## src/rtl/mac_pkg.sv

```systemverilog
// mac_pkg: shared geometry constants and state type for the MAC array sequencer
package mac_pkg;
  localparam int ROW = 3;
  localparam int COL = 3;
  localparam int NUM = 3;
  localparam int CELLS = ROW * COL;
  localparam int FEED_BEATS = ROW + NUM - 1;
  localparam int IDX_W = 4;
  localparam int BEAT_W = 3;
  localparam int DRN_W = 4;
  typedef enum logic [1:0] {IDLE, FEED, DRAIN, CAPTURE} state_e;
endpackage

```

## src/rtl/mac_skew_feed.sv

```systemverilog
// mac_skew_feed: maps feed beat t to the skewed row/column operands and per-row new-accumulation tags
module mac_skew_feed
  import mac_pkg::*;
#(
  parameter int DATA_W = 8
) (
  input  logic                    en_i,
  input  logic [BEAT_W-1:0]       t_i,
  input  logic [CELLS*DATA_W-1:0] a_i,
  input  logic [CELLS*DATA_W-1:0] b_i,
  output logic [ROW*DATA_W-1:0]   din_r_o,
  output logic [COL*DATA_W-1:0]   din_c_o,
  output logic [ROW-1:0]          tag_o
);
  // row i carries A[i][k] on beat i+k, column j carries B[k][j] on beat k+j
  always_comb begin
    din_r_o = '0;
    din_c_o = '0;
    tag_o = '0;
    for (int i = 0; i < ROW; i++) begin
      tag_o[i] = en_i && int'(t_i) == i;
      for (int k = 0; k < NUM; k++)
        if (en_i && int'(t_i) == i + k) din_r_o[i*DATA_W +: DATA_W] = a_i[(i*NUM+k)*DATA_W +: DATA_W];
    end
    for (int j = 0; j < COL; j++)
      for (int k = 0; k < NUM; k++)
        if (en_i && int'(t_i) == k + j) din_c_o[j*DATA_W +: DATA_W] = b_i[(k*COL+j)*DATA_W +: DATA_W];
  end
endmodule

```

## src/rtl/mac_array_ctrl.sv

```systemverilog
// mac_array_ctrl: streams A/B banks into the 3x3 systolic MAC array and captures its results.
// Defining MAC_ARRAY_CTRL_PERF_EN adds perf_clr/perf_cnt, a saturating busy-cycle counter.
module mac_array_ctrl
  import mac_pkg::*;
#(
  parameter int DATA_W = 8,
  parameter int DRAIN_CYC = 4
) (
  input  logic                      clk,
  input  logic                      rst_n,
  input  logic                      a_wr_en,
  input  logic [IDX_W-1:0]          a_wr_addr,
  input  logic [DATA_W-1:0]         a_wr_data,
  input  logic                      b_wr_en,
  input  logic [IDX_W-1:0]          b_wr_addr,
  input  logic [DATA_W-1:0]         b_wr_data,
  input  logic                      start,
`ifdef MAC_ARRAY_CTRL_PERF_EN
  input  logic                      perf_clr,
  output logic [15:0]               perf_cnt,
`endif
  output logic                      busy,
  output logic                      done,
  output logic [DATA_W-1:0]         din_r1,
  output logic [DATA_W-1:0]         din_r2,
  output logic [DATA_W-1:0]         din_r3,
  output logic [DATA_W-1:0]         din_c1,
  output logic [DATA_W-1:0]         din_c2,
  output logic [DATA_W-1:0]         din_c3,
  output logic [ROW-1:0]            in_tag_new,
  input  logic [CELLS*2*DATA_W-1:0] cell_bus,
  input  logic [IDX_W-1:0]          res_rd_addr,
  output logic [2*DATA_W-1:0]       res_rd_data
);
  localparam int RES_W = 2 * DATA_W;
  state_e state_q, state_d;
  logic [BEAT_W-1:0] t_q, t_d;
  logic [DRN_W-1:0] drn_q, drn_d;
  logic [DATA_W-1:0] a_q [CELLS];
  logic [DATA_W-1:0] b_q [CELLS];
  logic [RES_W-1:0] res_q [CELLS];
  logic [CELLS*DATA_W-1:0] a_flat, b_flat;
  logic [ROW*DATA_W-1:0] feed_r, din_r_q;
  logic [COL*DATA_W-1:0] feed_c, din_c_q;
  logic [ROW-1:0] feed_tag, tag_q;
  logic done_q, idle;
  assign idle = state_q == IDLE;
  assign busy = !idle;
  for (genvar k = 0; k < CELLS; k++) begin : g_flat
    assign a_flat[k*DATA_W +: DATA_W] = a_q[k];
    assign b_flat[k*DATA_W +: DATA_W] = b_q[k];
  end
  // sequencing: IDLE -> FEED (5 beats) -> DRAIN (DRAIN_CYC) -> CAPTURE -> IDLE
  always_comb begin
    state_d = state_q;
    t_d = t_q;
    drn_d = drn_q;
    case (state_q)
      IDLE: if (start) begin
        state_d = FEED;
        t_d = '0;
      end
      FEED: if (t_q == BEAT_W'(FEED_BEATS - 1)) begin
        state_d = DRAIN;
        drn_d = '0;
      end else t_d = t_q + 1'b1;
      DRAIN: if (drn_q == DRN_W'(DRAIN_CYC - 1)) state_d = CAPTURE;
             else drn_d = drn_q + 1'b1;
      CAPTURE: state_d = IDLE;
      default: state_d = IDLE;
    endcase
  end
  // state and counters
  always_ff @(posedge clk or negedge rst_n) begin
    if (!rst_n) begin
      state_q <= IDLE;
      t_q <= '0;
      drn_q <= '0;
    end else begin
      state_q <= state_d;
      t_q <= t_d;
      drn_q <= drn_d;
    end
  end
  // the feed registers load the beat that will be live next cycle
  mac_skew_feed #(.DATA_W(DATA_W)) u_feed (
    .en_i   (state_d == FEED),
    .t_i    (t_d),
    .a_i    (a_flat),
    .b_i    (b_flat),
    .din_r_o(feed_r),
    .din_c_o(feed_c),
    .tag_o  (feed_tag)
  );
  // operand banks take writes only while idle; result bank samples the array at the end of CAPTURE
  always_ff @(posedge clk or negedge rst_n) begin
    if (!rst_n) begin
      for (int k = 0; k < CELLS; k++) begin
        a_q[k] <= '0;
        b_q[k] <= '0;
        res_q[k] <= '0;
      end
    end else begin
      if (idle && a_wr_en && a_wr_addr < IDX_W'(CELLS)) a_q[a_wr_addr] <= a_wr_data;
      if (idle && b_wr_en && b_wr_addr < IDX_W'(CELLS)) b_q[b_wr_addr] <= b_wr_data;
      if (state_q == CAPTURE)
        for (int k = 0; k < CELLS; k++) res_q[k] <= cell_bus[k*RES_W +: RES_W];
    end
  end
  // registered array feeds and completion pulse
  always_ff @(posedge clk or negedge rst_n) begin
    if (!rst_n) begin
      din_r_q <= '0;
      din_c_q <= '0;
      tag_q <= '0;
      done_q <= 1'b0;
    end else begin
      din_r_q <= feed_r;
      din_c_q <= feed_c;
      tag_q <= feed_tag;
      done_q <= state_q == CAPTURE;
    end
  end
  assign {din_r3, din_r2, din_r1} = din_r_q;
  assign {din_c3, din_c2, din_c1} = din_c_q;
  assign in_tag_new = tag_q;
  assign done = done_q;
  assign res_rd_data = res_rd_addr < IDX_W'(CELLS) ? res_q[res_rd_addr] : '0;
`ifdef MAC_ARRAY_CTRL_PERF_EN
  logic [15:0] perf_q, perf_d;
  // busy-cycle count, saturating, optionally cleared when a run is accepted
  always_comb perf_d = (idle && start && perf_clr) ? '0 : (busy && perf_q != 16'hFFFF) ? perf_q + 1'b1 : perf_q;
  always_ff @(posedge clk or negedge rst_n) begin
    if (!rst_n) perf_q <= '0;
    else perf_q <= perf_d;
  end
  assign perf_cnt = perf_q;
`endif
endmodule

```

## config.mk

```make
export PLATFORM = sky130hd
export DESIGN_NAME = mac_array_ctrl
export DESIGN_NICKNAME = d
export VERILOG_FILES = /design/src/rtl/mac_pkg.sv /design/src/rtl/mac_skew_feed.sv /design/src/rtl/mac_array_ctrl.sv
export SDC_FILE = /design/constraint.sdc
export NUM_CORES = 1
export LEC_CHECK = 0
export CELL_PAD_IN_SITES_DETAIL_PLACEMENT = 1
export CELL_PAD_IN_SITES_GLOBAL_PLACEMENT = 2
export CORE_MARGIN = 1.5
export CORE_UTILIZATION = 40
export DETAILED_ROUTE_END_ITERATION = 8
export PLACE_DENSITY_LB_ADDON = 0.08
export SLEW_MARGIN = 25
export SYNTH_ARGS = -nofsm -noshare
export SYNTH_HDL_FRONTEND = slang
export SYNTH_SLANG_ARGS = --single-unit
```

## constraint.sdc

```tcl
create_clock -name clk -period 5.1 [get_ports clk]
set_clock_uncertainty 0.15 [all_clocks]
set_input_delay 1.02 -clock clk [delete_from_list [all_inputs] [get_ports clk]]
set_output_delay 1.02 -clock clk [all_outputs]
set_load 0.01 [all_outputs]
```

==> metrics.txt <==
Clock Latency Late Sink=around 0.53 ns; CTS buffer count=40; DR vias=9387; ys flop type=dfrtp_1; Layout area overhead=29.5%; final WL=41000 um; final critical-path share of the clock period=a little under nine tenths; Final Cell Area=between 15000 and 20000 um^2; Core Rows=70; DP HPWL=28800 um; syn avg cell area=14.5 um^2; Die X=around 200 um; dominant cell by count in the synthesized netlist=dfrtp_1; IO Count=around 250; Yosys top cell area share=roughly three fifths; Buf/Inv on CP=3; CP startpoint=res_rd_addr[0]; die area=slightly below 40000 um^2; Post-synth EDFFs=0; Root Driver=clkbuf_16; RSZ-0062 raised after global routing=no; Crit path depth=6; data arrival time of the critical path=approximately 3.2 ns; sequential share of the synthesized area=roughly three fifths; clk sinks=349; CTS tree=built; static leakage=about 8.3 nW; Cells after DPL=1710; worst vdd ir=between 0.2 and 0.3 mV; wire per inst=23.0 um; H-tree depth=2; maxcap violations=0; Crit Reg-Reg Startpoint=t_q[0]$_DFF_PN0_; Synth Instances=between 1000 and 1500; Synth async-reset ratio=100%; pwr dens=588 nW/um^2; final setup TNS=0 ns; Synth Cell Area=~15000 um^2; Worst-path clk slew=approximately 0.06 ns; Crit-path slowest cell=mux4_2; pin count of the biggest net entering global routing=106; Via-to-Cell Ratio=5.26; synth top area cells=dfrtp_1, mux2_2, mux4_2; height of the die=just under 200 um; Least-Margin Pin Slew=slightly below 0.9 ns; CORE AREA=36700 um^2; Post-CTS Resized=0; Total GRT Usage=21.4%; 1st-iter DRT viols=about 280; Placed Area=roughly 18000 um^2; reg2reg setup slack=around 2 ns; Post-CTS Setup Bufs=0; WP data required=slightly below 4 ns; layout cell share with drive strength beyond 1=between 30% and 40%; fin cells=approximately 1800; Filler cells=~3600; cells on worst reg2reg path=9; Port Buffers=approximately 250; wire length of the first global-routing pass=62400 um; Worst Hold Slack=around 0.35 ns; post-synth top area cell=dfrtp_1; Routability Congestion=0.794; Yosys Warn Count=0; Final min period=between 4 and 5 ns; Final Hold Vio Count=0; Clock Tree Buf Depth=3; CP endpoint kind=output pin; Overflow after GRT=0; Worst R2R End=din_r_q[10]$_DFF_PN0_; WS Path Type=in -> out; # setup viols final=0; Max Fclk=228 MHz; worst path cell trace=buf_2 -> buf_4 -> mux4_2 -> mux2i_1 -> o21ai_0 -> clkdlybuf4s50_1; initial antenna violation count=3; critical path startpoint category=input pin; status=finished clean; Top delay family on crit path=buffers and inverters; post-synthesis register bit count=around 350; total nets after synthesis=around 1200; Final #Nets=about 1500; initial core utilization=around 40%; CP Capture Point=res_rd_data[0]; CP max stage delay=between 0.5 and 0.6 ns; DRC Markers=0; hold_buf cts=0; post-route ant nets=0; Synth cell types=roughly 50; TritonRoute pass-1 iters=4; most frequent cells after synthesis=dfrtp_1, mux2_2, nand2_1, nor2_1, a21oi_1; max_slew headroom=40.7%; hold crit path type=reg -> reg; max-slew violations=0; vias in the first global route=between 10000 and 15000; worst-path maximum fanout=18
## state kept, by name, summed over array words and instances (netlist names)
signal and flops:
res_q 144, din_r_q 24, t_q 3, drn_q 4, in_tag_new 3, state_q 2
din_c_q 24, done 1, a_flat 72, b_flat 72
## worst min path at each step
stage / start / end / slack [ns] / cells after the start
finish: b_flat[6]$_DFFE_PN0P_ / b_flat[6]$_DFFE_PN0P_ / 0.35 / 1
CTS: res_q[96]$_DFFE_PN0P_ / res_q[96]$_DFFE_PN0P_ / 0.35 / 1
detailed placement: res_q[96]$_DFFE_PN0P_ / res_q[96]$_DFFE_PN0P_ / 0.34 / 1
floorplan: a_flat[40]$_DFFE_PN0P_ / a_flat[40]$_DFFE_PN0P_ / 0.32 / 1
global placement: b_flat[48]$_DFFE_PN0P_ / b_flat[48]$_DFFE_PN0P_ / 0.33 / 1
global route: res_q[31]$_DFFE_PN0P_ / res_q[31]$_DFFE_PN0P_ / 0.36 / 1
## power by group
group | internal (mW) | leakage [nW] | switching (mW)
clock | 1.77 | 0.673 | 1.15
combinational | 2.08 | 3.24 | 1.66
sequential | 3.95 | 4.40 | 0.752
total | 7.80 | 8.31 | 3.56
## stage by stage
stage / setup WS (ns) / power [mW] / util [%]
finish: 0.720 / 11.4 / 52.7
global route: 0.536 / 12.0 / 52.7
CTS: 0.670 / 11.6 / 52.6
detailed placement: 0.671 / 8.55 / 48.9
global placement: 0.682 / 8.44 / 48.8
floorplan: 1.40 / 6.96 / -
## metal layers
| layer | part of all wire (%) | global-route usage, % | wire length, um |
|---|---|---|---|
| met5 | 0.056 | 0 | 23 |
| met4 | 1.7 | 4.79 | 688 |
| met3 | 4.8 | 3.97 | 1970 |
| met2 | 51 | 37.9 | 20800 |
| met1 | 43 | 27.3 | 17500 |
## cells in the final DEF (no fill, tap or decap), types with 2 or more instances in the layout
cell,Yosys,routed
inv_6,0,2
mux4_2,30,30
dfrtp_1,349,349
and2_1,3,2
clkbuf_8,0,10
clkinv_2,0,9
nor4_4,1,3
nor3_4,2,2
a21boi_0,2,2
nor2_2,4,4
a22oi_1,32,32
nor3b_4,2,2
nand2_1,60,60
nand2b_1,3,3
nor3_1,3,2
nand3_1,3,3
mux2i_1,18,18
or2_2,2,2
buf_2,18,2
nor2_1,39,39
clkinvlp_4,0,2
inv_1,4,4
clkdlybuf4s50_1,0,242
nor3b_1,2,2
ha_1,3,3
diode_2,0,2
or3_1,4,4
nor3_2,4,5
clkbuf_1,28,4
a211oi_1,2,2
clkbuf_16,0,41
buf_4,0,18
buf_12,0,4
o21ai_0,21,21
nand3b_1,2,2
a21oi_1,37,36
bufinv_16,0,3
mux2_2,322,322
## area by class of cell
class                   count  area, um^2  area share, %
diodes                      2        5.00         0.0259
multi-input cells         620        5970           30.9
well taps                 468         586           3.03
flip-flops and latches    349        8730           45.2
inverters                   6        22.5          0.116
repair buffers            267        2660           13.8
clock inverters            17         176          0.913
clock buffers              55        1180           6.10
## logic make-up (layout without fill, tap and decap cells)
group	Yosys count	in the layout	share of synthesized area [%]
flops	349	349	58.5
mux	370	370	30.0
other cells	0	2	0
fa+ha+maj	3	3	0.251
xor+xnor	2	2	0.117
simple gates	143	143	5.00
buf+inv	60	345	1.77
compound gates	102	102	4.33
Power figures use the tool's default switching activity.
